**config.mk**
```make
export PLATFORM = sky130hd
export DESIGN_NAME = y4_packer_flat
export DESIGN_NICKNAME = d
export VERILOG_FILES = /design/src/rtl/caster_pkg.sv /design/src/rtl/y4_packer_if.sv /design/src/rtl/sync_fifo.sv /design/src/rtl/y4_packer.sv /design/src/flat_wrapper.sv
export SDC_FILE = /design/constraint.sdc
export NUM_CORES = 1
export LEC_CHECK = 0
export CORE_MARGIN = 4
export CORE_UTILIZATION = 54
export CTS_BUF_LIST = sky130_fd_sc_hd__clkbuf_4
export CTS_CLUSTER_SIZE = 24
export DETAILED_ROUTE_END_ITERATION = 8
export PLACE_DENSITY = 0.74
export RECOVER_POWER = 100
export SLEW_MARGIN = 20
export SYNTH_ARGS = -nofsm -noshare
export SYNTH_HDL_FRONTEND = slang
export SYNTH_SLANG_ARGS = --single-unit
```
**constraint.sdc**
```tcl
create_clock -name clk -period 8 [get_ports clk]
set_input_delay 2 -clock clk [delete_from_list [all_inputs] [get_ports clk]]
set_output_delay 2 -clock clk [all_outputs]
set_load 0.02 [all_outputs]
```
**src/rtl/caster_pkg.sv**
```systemverilog
// Constants and types shared by the Y4 packing pipeline: default raster geometry,
// the 4x4 Bayer threshold matrix and the FIFO word layout.
package caster_pkg;

  localparam int unsigned H_ACTIVE_DEF = 1600;
  localparam int unsigned V_ACTIVE_DEF = 1200;
  localparam int unsigned Y4_W         = 4;
  localparam int unsigned PIX_PER_WORD = 4;
  localparam int unsigned WORD_W       = Y4_W * PIX_PER_WORD;
  localparam int unsigned FIFO_DEPTH   = 8;

  // Nibble {row,col} holds T[row][col]; row 0 is {0,8,2,10}.
  localparam logic [63:0] BAYER_M = 64'h5D7F_91B3_6E4C_A280;

  typedef struct packed {
    logic              sof;
    logic [WORD_W-1:0] pix;
  } y4_word_t;

  function automatic logic [3:0] bayer(input logic [1:0] row, input logic [1:0] col);
    int unsigned idx;
    idx = {28'd0, row, col};
    return BAYER_M[idx*4 +: 4];
  endfunction

endpackage

```
**src/rtl/y4_packer_if.sv**
```systemverilog
// Output stream of packed Y4 words: valid/ready handshake with a start-of-frame marker.
interface y4_packer_if ();
  import caster_pkg::*;

  logic [WORD_W-1:0] vout_pixel;
  logic              vout_vsync;
  logic              vout_valid;
  logic              vout_ready;

  modport master (output vout_pixel, output vout_vsync, output vout_valid, input vout_ready);
  modport slave  (input vout_pixel, input vout_vsync, input vout_valid, output vout_ready);

endinterface

```
**src/rtl/sync_fifo.sv**
```systemverilog
// Single-clock FIFO with full/empty flags; a write while full is accepted only when a
// read happens in the same cycle.
module sync_fifo #(
  parameter int unsigned Width = 17,
  parameter int unsigned Depth = 8
) (
  input  logic             clk,
  input  logic             rst,
  input  logic             i_wr_en,
  input  logic [Width-1:0] i_wdata,
  input  logic             i_rd_en,
  output logic [Width-1:0] o_rdata,
  output logic             o_full,
  output logic             o_empty
);
  localparam int unsigned AW = $clog2(Depth);

  logic [Width-1:0] r_mem [Depth];
  logic [AW:0]      r_wptr, r_rptr;
  logic             w_wr, w_rd;

  assign o_empty = (r_wptr == r_rptr);
  assign o_full  = (r_wptr[AW] != r_rptr[AW]) && (r_wptr[AW-1:0] == r_rptr[AW-1:0]);
  assign w_rd    = i_rd_en & ~o_empty;
  assign w_wr    = i_wr_en & (~o_full | w_rd);
  assign o_rdata = r_mem[r_rptr[AW-1:0]];

  always_ff @(posedge clk or negedge rst) begin
    if (!rst) begin
      r_wptr <= '0;
      r_rptr <= '0;
    end else begin
      if (w_wr) r_wptr <= r_wptr + 1'b1;
      if (w_rd) r_rptr <= r_rptr + 1'b1;
    end
  end

  always_ff @(posedge clk) begin
    if (w_wr) r_mem[r_wptr[AW-1:0]] <= i_wdata;
  end

endmodule

```
**src/rtl/y4_packer.sv**
```systemverilog
// Quantises 8-bit luma to 4 bits with optional ordered dither, packs four pixels per
// 16-bit word and streams them through a small FIFO, flagging overflow and bad geometry.
module y4_packer
  import caster_pkg::*;
#(
  parameter int unsigned H_ACTIVE  = H_ACTIVE_DEF,
  parameter int unsigned V_ACTIVE  = V_ACTIVE_DEF,
  parameter bit          DITHER_EN = 1'b1
) (
  input  logic               clk,
  input  logic               rst,
  input  logic               vid_vsync,
  input  logic               vid_hsync,
  input  logic               vid_de,
  input  logic [7:0]         vid_y,
  y4_packer_if.master        vout,
  output logic               ovf,
  output logic               fmt_err
);
  localparam logic [10:0] HActive = 11'(H_ACTIVE);
  localparam logic [10:0] VActive = 11'(V_ACTIVE);

  logic         r_vs_q, r_hs_q, r_de_q;
  logic [10:0]  r_x, r_y, w_x_nxt, w_y_nxt, w_x_eff, w_y_eff;
  logic [15:0]  r_acc, w_acc_nxt, w_acc_ins, w_pad_mask;
  logic         r_first, r_armed, r_sof_pend, w_sof_pend_nxt;
  logic         r_push, w_push_nxt;
  y4_word_t     r_word, w_word_nxt, w_rdata;
  logic         r_ovf, r_fmt, r_vs_clr;
  logic         w_vs_rise, w_hs_rise, w_de_fall, w_pix, w_line_err, w_frame_err;
  logic [8:0]   w_sum;
  logic [3:0]   w_q;
  logic         w_full, w_empty, w_pop;

  assign w_vs_rise = vid_vsync & ~r_vs_q;
  assign w_hs_rise = vid_hsync & ~r_hs_q;
  assign w_de_fall = r_de_q & ~vid_de;
  // Sync takes effect before a coincident pixel, so it sees x=0, y=0.
  assign w_x_eff   = (w_vs_rise | w_hs_rise) ? 11'd0 : r_x;
  assign w_y_eff   = w_vs_rise ? 11'd0 : r_y;
  assign w_pix     = vid_de & (r_armed | w_vs_rise);

  assign w_sum = {1'b0, vid_y} + {5'd0, bayer(w_y_eff[1:0], w_x_eff[1:0])};
  assign w_q   = DITHER_EN ? (w_sum[8] ? 4'hF : w_sum[7:4]) : vid_y[7:4];

  always_comb begin
    w_acc_ins = r_acc;
    w_acc_ins[{w_x_eff[1:0], 2'b00} +: 4] = w_q;
    case (r_x[1:0])
      2'd1:    w_pad_mask = 16'h000F;
      2'd2:    w_pad_mask = 16'h00FF;
      2'd3:    w_pad_mask = 16'h0FFF;
      default: w_pad_mask = 16'h0000;
    endcase
  end

  always_comb begin
    w_x_nxt        = w_x_eff;
    w_y_nxt        = w_y_eff;
    w_acc_nxt      = r_acc;
    w_push_nxt     = 1'b0;
    w_word_nxt     = r_word;
    w_sof_pend_nxt = r_sof_pend | w_vs_rise;
    w_line_err     = 1'b0;
    if (w_pix) begin
      w_x_nxt   = w_x_eff + 11'd1;
      w_acc_nxt = w_acc_ins;
      if (w_x_eff[1:0] == 2'd3) begin
        w_push_nxt     = 1'b1;
        w_word_nxt     = '{sof: r_sof_pend, pix: w_acc_ins};
        w_sof_pend_nxt = 1'b0;
      end
    end else if (r_armed && w_de_fall && !w_vs_rise) begin
      w_y_nxt    = r_y + 11'd1;
      w_line_err = (r_x != HActive);
      if (r_x[1:0] != 2'd0) begin
        w_push_nxt     = 1'b1;
        w_word_nxt     = '{sof: r_sof_pend, pix: r_acc & w_pad_mask};
        w_sof_pend_nxt = 1'b0;
      end
    end
  end

  assign w_frame_err = w_vs_rise & ~r_first & (r_y != VActive);

  always_ff @(posedge clk or negedge rst) begin
    if (!rst) begin
      r_vs_q     <= 1'b0;
      r_hs_q     <= 1'b0;
      r_de_q     <= 1'b0;
      r_x        <= '0;
      r_y        <= '0;
      r_acc      <= '0;
      r_first    <= 1'b1;
      r_armed    <= 1'b0;
      r_sof_pend <= 1'b0;
      r_push     <= 1'b0;
      r_word     <= '0;
      r_ovf      <= 1'b0;
      r_fmt      <= 1'b0;
      r_vs_clr   <= 1'b0;
    end else begin
      r_vs_q     <= vid_vsync;
      r_hs_q     <= vid_hsync;
      r_de_q     <= vid_de;
      r_x        <= w_x_nxt;
      r_y        <= w_y_nxt;
      r_acc      <= w_acc_nxt;
      r_sof_pend <= w_sof_pend_nxt;
      r_push     <= w_push_nxt;
      r_word     <= w_word_nxt;
      r_vs_clr   <= w_vs_rise;
      if (w_vs_rise) begin
        r_first <= 1'b0;
        r_armed <= 1'b1;
      end
      r_ovf <= w_vs_rise ? 1'b0 : (r_ovf | (r_push & w_full & ~w_pop));
      // The frame verdict is shown for one cycle, then the new frame starts clean.
      r_fmt <= w_vs_rise ? w_frame_err : ((r_fmt & ~r_vs_clr) | w_line_err);
    end
  end

  sync_fifo #(
    .Width($bits(y4_word_t)),
    .Depth(FIFO_DEPTH)
  ) u_fifo (
    .clk     (clk),
    .rst     (rst),
    .i_wr_en (r_push),
    .i_wdata (r_word),
    .i_rd_en (w_pop),
    .o_rdata (w_rdata),
    .o_full  (w_full),
    .o_empty (w_empty)
  );

  assign w_pop           = vout.vout_ready & ~w_empty;
  assign vout.vout_valid = ~w_empty;
  assign vout.vout_pixel = w_empty ? '0 : w_rdata.pix;
  assign vout.vout_vsync = ~w_empty & w_rdata.sof;
  assign ovf             = r_ovf;
  assign fmt_err         = r_fmt;

endmodule
```
**src/flat_wrapper.sv**
```systemverilog
// flat-port wrapper written by rule: the top's interface ports become plain ports
module y4_packer_flat import caster_pkg::*;
#(
  parameter int unsigned H_ACTIVE  = H_ACTIVE_DEF,
  parameter int unsigned V_ACTIVE  = V_ACTIVE_DEF,
  parameter bit          DITHER_EN = 1'b1
)
  (clk, rst, vid_vsync, vid_hsync, vid_de, vid_y, ovf, fmt_err, vout_vout_pixel, vout_vout_vsync, vout_vout_valid, vout_vout_ready);
  y4_packer_if vout_i ();
  input  logic clk;
  input  logic rst;
  input  logic vid_vsync;
  input  logic vid_hsync;
  input  logic vid_de;
  input  logic [7:0] vid_y;
  output logic ovf;
  output logic fmt_err;
  output wire logic [$bits(vout_i.vout_pixel)-1:0] vout_vout_pixel;
  output wire logic [$bits(vout_i.vout_vsync)-1:0] vout_vout_vsync;
  output wire logic [$bits(vout_i.vout_valid)-1:0] vout_vout_valid;
  input wire logic [$bits(vout_i.vout_ready)-1:0] vout_vout_ready;
  assign vout_vout_pixel = vout_i.vout_pixel;
  assign vout_vout_vsync = vout_i.vout_vsync;
  assign vout_vout_valid = vout_i.vout_valid;
  assign vout_i.vout_ready = vout_vout_ready;
  y4_packer #(.H_ACTIVE(H_ACTIVE), .V_ACTIVE(V_ACTIVE), .DITHER_EN(DITHER_EN)) u_core (.clk(clk), .rst(rst), .vid_vsync(vid_vsync), .vid_hsync(vid_hsync), .vid_de(vid_de), .vid_y(vid_y), .vout(vout_i), .ovf(ovf), .fmt_err(fmt_err));
endmodule
```
After elaboration in Yosys (flattened, before gate mapping):

Memories as Yosys holds them, arrays and structs flattened.
Cells that the tools add are included.

* memories kept: 1
* bits of input ports: 14
* bits in writable memories: 136
* word-level logic and storage cells: 100
* flip-flop bits (word level): 73
* output and inout bits: 20

* shifts and indexed selects: 3
* bitwise gates (word level): 28
* reductions and logical operators: 8
* add/sub/neg operators: 6
* eq/ne operators: 10
* mux-type cells: 27

Memories
* u_core.u_fifo.r_mem: words 8, bits a word 17, read ports 1, clocked after Yosys merged registers in 0, wr ports 1, RTL line sync_fifo.sv:18 `logic [Width-1:0] r_mem [Depth];`

Operator list (number)
* $mux W17: 4
* $shiftx A64 B7 Y4 const A: 1
* $mux W11: 5
* $pmux W12 S3: 1
* $add A11 B1 Y11 const B: 2
* $ne A11 B11 Y1 const B: 2
* $and A16 B12 Y16: 1
* $bwmux W16: 1
* $mux W16: 1
* $shift A4 B6 Y16 const A: 1
* $shiftx A4 B6 Y16: 1
* $mux W1: 14
* $and A1 B1 Y1: 13
* $add A8 B4 Y9: 1
* $add A4 B1 Y4 const B: 2
* $not A1 Y1: 8
* $eq A2 B2 Y1 const B: 3
* $neg A4 Y6: 1
* $or A1 B1 Y1: 6
* $reduce_bool A2 Y1: 3
* $eq A4 B4 Y1: 1
* $mux W4: 1
* $eq A3 B3 Y1: 1
* $logic_and A1 B1 Y1: 3
* 5 further kinds: 5

Logic depth before layout (Yosys ltp):

* depth in word-level cells: 11
* depth in mapped cells: 14
* mapped depth without buffers: 11

By module:

A second synthesis with hierarchy kept.

* cell total of the unflattened synthesis: 622
* area, all modules: 9312.7 um^2

Modules (own cells, without submodules)
* sync_fifo: seq. area each 4284.1 um^2, cells each 254, instances 1, area an instance 5778.0 um^2
* y4_packer: seq. area each 1627.8 um^2, cells each 368, instances 1, area an instance 3534.6 um^2

Least setup slack after synthesis:

OpenSTA, ideal clock, no wires.

* path kind: input -> register
* from: in vid_vsync
* to: reg u_core.r_word[0] in the netlist's numbering
* buffers on the path: 2
* data arrival time: 4.233 ns
* data required time: 7.875 ns
* stages: 12
* library setup time: 0.125 ns
* slack: 3.642 ns
* cell sequence: nand2b_4 buf_6 and3_1 buf_6 inv_1 o21ai_0 ha_1 and3_1 a211oi_2 nand3b_1 a32o_1 mux2_4

* cells in the longest elaborated chain, start to end: 10
* elaborated cells on any way between the ends: 22
* classes of those cells: add/sub: 2; eq/ne: 2; shift: 3; mux: 6; bitwise: 4; reduce/logical: 5

Ends and longest elaborated chain
* start: declaration: RTL line flat_wrapper.sv:12 `input logic vid_vsync;`
* $and A1 B1 Y1 (*): RTL line y4_packer.sv:35 `assign w_vs_rise = vid_vsync & ~r_vs_q;`
* $or A1 B1 Y1: RTL line y4_packer.sv:39 `assign w_x_eff = (w_vs_rise | w_hs_rise) ? 11'd0 : r_x;`
* $mux W11: RTL line y4_packer.sv:39
* $shiftx A64 B7 Y4: RTL line caster_pkg.sv:23 `return BAYER_M[idx*4 +: 4];`
* $add A8 B4 Y9: RTL line y4_packer.sv:43 `assign w_sum = {1'b0, vid_y} + {5'd0, bayer(w_y_eff[1:0], w_x_eff[1:0])};`
* $mux W4: RTL line y4_packer.sv:44 `assign w_q = DITHER_EN ? (w_sum[8] ? 4'hF : w_sum[7:4]) : vid_y[7:4];`
* $shiftx A4 B6 Y16: RTL line y4_packer.sv:48 `w_acc_ins[{w_x_eff[1:0], 2'b00} +: 4] = w_q;`
* $bwmux W16: RTL line y4_packer.sv:48
* $mux W17: RTL line y4_packer.sv:68 `if (w_x_eff[1:0] == 2'd3) begin`
* $mux W17: RTL line y4_packer.sv:65 `if (w_pix) begin`
* end signal: assignment: RTL line y4_packer.sv:111 `r_word <= w_word_nxt;`
* end: declaration: RTL line y4_packer.sv:28 `y4_word_t r_word, w_word_nxt, w_rdata;`

Every way passes the cells marked *; elsewhere a longest branch is shown, timed or not. The select of a mux whose other input is x is not followed.
A chain may end at the register's enable or synchronous reset.

Worst setup path after layout:

* from: reg u_core.u_fifo.r_rptr[1]
* to: out vout_vout_pixel[1]

* cells in the longest elaborated chain, start to end: 2
* elaborated cells on any way between the ends: 3
* classes of those cells: eq/ne: 1; mux: 1; memory: 1

Ends and longest elaborated chain
* start: declaration: RTL line sync_fifo.sv:19 `logic [AW:0] r_wptr, r_rptr;`
* start signal: assignment: RTL line sync_fifo.sv:34 `if (w_rd) r_rptr <= r_rptr + 1'b1;`
* $mem_v2 Z8 W17 / $eq A4 B4 Y1 (equally long branches)
* $mux W16 (*): RTL line y4_packer.sv:139 `assign vout.vout_pixel = w_empty ? '0 : w_rdata.pix;`
* end: declaration: RTL line flat_wrapper.sv:18 `output wire logic [$bits(vout_i.vout_pixel)-1:0] vout_vout_pixel;`

Every way passes the cells marked *; elsewhere a longest branch is shown, timed or not.

==> results by group <==
Yosys
  • Compound-Gate Fraction of Synth Area: 6.04%
  • Top FF cell, synth: edfxtp_1
  • Fraction of the mapped netlist area in adder cells: 1.84%
  • Avg Inst Size Synth: 14.8 µm²
  • Syn_nets: 624
  • Area contributors post-synth: edfxtp_1 (46%), dfrtp_1 (20%), mux4_2 (8.6%)
  • Post-synthesis xor/xnor area fraction: 2.87%
  • Post-synth ARST share: 34.9%
  • Synth Area in Simple Gates: 9.39%
  • Area leader, netlist: edfxtp_1
  • Largest family of logic cells by synthesized area: multiplexers
  • Netlist cell types: 54
  • Mux share of post-synthesis cell area: 11.1%
  • Yosys reg bits: 209
  • Post-synth EDFFs: 136
  • Yosys warning count: 0
  • Post-synthesis sequential area ratio: 66.7%
  • Cells after synthesis: 597
  • Mapped cell area: 0.00886 mm²
  • Yosys top cell area share: 46.1%

Global routing
  • Gr ovfl total: 0
  • Largest net degree at the start of global routing: 74
  • GRT Total Usage: 20.0%
  • Vias in the first global route: 5570
  • Antenna violations before repair: 0
  • First-pass GRT wire length: 28.6 mm

Worst setup path
  • Worst-path fanout max: 38
  • CP Launch Type: flop
  • Crit path buffers/inverters: 3
  • Critical path type: reg2out
  • WP data required: 6000 ps
  • Arr. time, crit path: 4110 ps
  • Crit end category: output pin
  • Slack of the worst reg-to-reg path: 3660 ps
  • Worst-path cell chain: clkbuf_1, xnor2_1, nand3_1, nor2_1, buf_4, nor2_1, dlygate4sd3_1
  • Worst path top cell family by delay: buffers and inverters
  • Worst path slowest cell: clkbuf_1
  • Most common cell on crit path: nor2_1
  • Critical Path Max Stage Delay: 1610 ps

Power and ir drop
  • Combinational share of power: 28.3%
  • Clock Power Share: 28.2%
  • Design internal power: 0.00224 W
  • Flop pwr share: 43.5%
  • Peak supply drop: 137 µV
  • Switching Share: 31.0%
  • Leakage: 3.79 nW
  • Psw: 0.00101 W
  • Pwr dens: 323 mW/mm²

Clock network
  • # H-tree levels: 2
  • Post-CTS setup buffer count: 0
  • Clk root buf: clkbuf_4
  • Skew-Pair Late Insertion Delay: 650 ps
  • Cts repair resizes: 0
  • Clk sinks: 209
  • Clock slew at reported path FFs: 60 ps
  • Bufs on Longest Clock Path: 3
  • CTS Hold Bufs: 0
  • CTS tree: built
  • CTS Buf Count: 53

Die
  • Die Span Y: 136 µm
  • Die width: 136 µm
  • I/O pin total: 34
  • Site Rows: 46
  • Die footprint: 0.0185 mm²
  • Core box area: 0.0160 mm²
  • Starting Density: 55.4%

Detailed routing
  • Total routed wirelength: 17.3 mm
  • DRC viols: 0
  • Vias: 5290
  • Remaining antenna violation count: 0
  • 1st-iter DRT viols: 406
  • WL per Instance: 18.6 µm
  • Detailed Routing Iterations Pass 1: 5
  • Post-DR vias/cell: 5.68

Finish
  • Non-filler cells in the finished layout: 931
  • Antenna diode count: 0
  • Sequential cell area: 0.00591 mm²
  • Share of cells above drive strength 1: 18.9%
  • Layout net count: 697
  • Multi-input logic area: 0.00274 mm²
  • Area Growth Syn to Fin: 13.6%
  • Layout fillers: 1253
  • Most common cell after layout, fill and taps aside: edfxtp_1
  • Post-Route Utilization: 62.9%
  • Most frequent cells in the layout: edfxtp_1 (136), clkbuf_4 (83), dfrtp_1 (71)

Timing
  • Max Slew Vio Count: 113
  • Final Hold Vio Count: 0
  • Crit share post-route: 76.4%
  • Setup violators final: 0
  • Slew @ Worst Pin: 3750 ps
  • Max Clk Rate: 164 MHz
  • Tmin final: 6110 ps
  • RSZ-0062 raised after global routing: false
  • Slew Limit Headroom: -150%
  • Setup TNS: 0 ps
  • Hold_ws: 473 ps
  • Final setup skew: 39.9 ps

Placed design
  • Inst Count DP: 831
  • Post-DP HPWL: 10.6 mm
  • PortBufs: 33
  • Final GP Congestion: 0.898

Run status
  • Outcome: finished with violations
  • Failing checks: max-capacitance violations, max-slew violations

Worst hold path
  • Hold/Removal Path Class: reg2reg

Job
  • Max-cap violations: 2
sequential cells by signal, indices dropped and copies added (netlist names):
| signal | count |
|---|---|
| u_core.u_fifo.r_mem | 136 |
| u_core.r_word | 17 |
| u_core.r_acc | 16 |
| u_core.r_x | 11 |
| u_core.r_y | 11 |
| u_core.u_fifo.r_rptr | 4 |
| u_core.u_fifo.r_wptr | 4 |
| u_core.fmt_err | 1 |
| u_core.ovf | 1 |
| u_core.r_armed | 1 |
| u_core.r_de_q | 1 |
| u_core.r_first | 1 |
| u_core.r_hs_q | 1 |
| u_core.r_push | 1 |
| u_core.r_sof_pend | 1 |
| u_core.r_vs_clr | 1 |
| u_core.r_vs_q | 1 |
layer usage:
layer  vias to the layer above  global-route usage, %  part of all wire (%)
li1                       2448                      -                     -
met3                        40                   3.77                   5.3
met4                         0                   7.28                   2.2
met2                       162                   33.1                    50
met1                      2640                   26.7                    42
met5                         -                      0                     0
power by group through the flow:
stage / sequential, W / combinational [W] / clock (W)
after floorplan: 0.00138 / 0.000675 / 0
after global placement: 0.00142 / 0.000954 / 0
after detailed placement: 0.00144 / 0.000968 / 0
after CTS: 0.00142 / 0.000972 / 0.000944
after global routing: 0.00143 / 0.00101 / 0.00101
final: 0.00141 / 0.000921 / 0.000916
kinds of logic (layout without fill, tap and decap cells):
logic type / count (synthesis) / count (layout)
AOI/OAI and AO/OA: 81 / 81
xor gates and xnor gates: 29 / 29
adders and majority gates: 13 / 13
buffers and inverters: 37 / 155
DFF: 209 / 209
muxes: 55 / 55
and+or+nand+nor: 173 / 173
metrics by stage:
stage | cell area [µm²] | setup WS [ps] | power (W)
5_1_grt | 10100 | 1470 | 0.00345
2_1_floorplan | 8860 | 3640 | 0.00206
3_5_place_dp | 9430 | 2750 | 0.00241
6_report | 10100 | 1890 | 0.00325
4_1_cts | 10200 | 2800 | 0.00333
3_3_place_gp | 9430 | 2900 | 0.00238
final timing paths:
path                                               from                   endpoint  cells after the start
worst max-delay path            u_core.u_fifo.r_rptr[1]         vout_vout_pixel[1]                      7
worst min-delay path                  u_core.r_sof_pend          u_core.r_word[16]                      2
worst max register to register  u_core.u_fifo.r_rptr[1]  u_core.u_fifo.r_mem[4][8]                      7
worst min register to register        u_core.r_sof_pend          u_core.r_word[16]                      2
max in group asynchronous                           rst    u_core.u_fifo.r_rptr[0]                      1
min in group asynchronous                           rst              u_core.r_x[3]                      1
synthesized netlist by cell type (2+ instances only):
cell and n:
edfxtp_1 136, dfrtp_1 72, nand2_1 54, nor2_1 50, o21ai_0 35, mux4_2 34, mux2i_1 18, buf_2 16
xor2_1 15, nand3_1 14, xnor2_1 14, ha_1 13, and3_1 11, nand4_1 11, a22oi_1 10, a21oi_1 9
inv_1 9, o211ai_1 8, clkbuf_1 7, nor3_1 6, nand2b_1 5, and2_1 4, nor3b_1 4, or3_1 4
buf_6 3, a32oi_1 2, inv_2 2, mux2_2 2, nor2b_1 2, nor4_1 2, o21ai_2 2
layout make-up:
cell class | count | area share, %
clock buffer | 83 | 6.19
clock inverter | 17 | 0.970
inverter | 11 | 0.410
multi-input combinational | 351 | 27.2
sequential | 209 | 58.8
tap | 216 | 2.69
timing repair buffer | 44 | 3.74
tightest hold or removal path, delay by kind of cell (launching register included):
kind	cells	cell delay (ps)
DFF	1	340
and+or+nand+nor	2	120
Note: power is estimated with default switching activity, not from simulation.
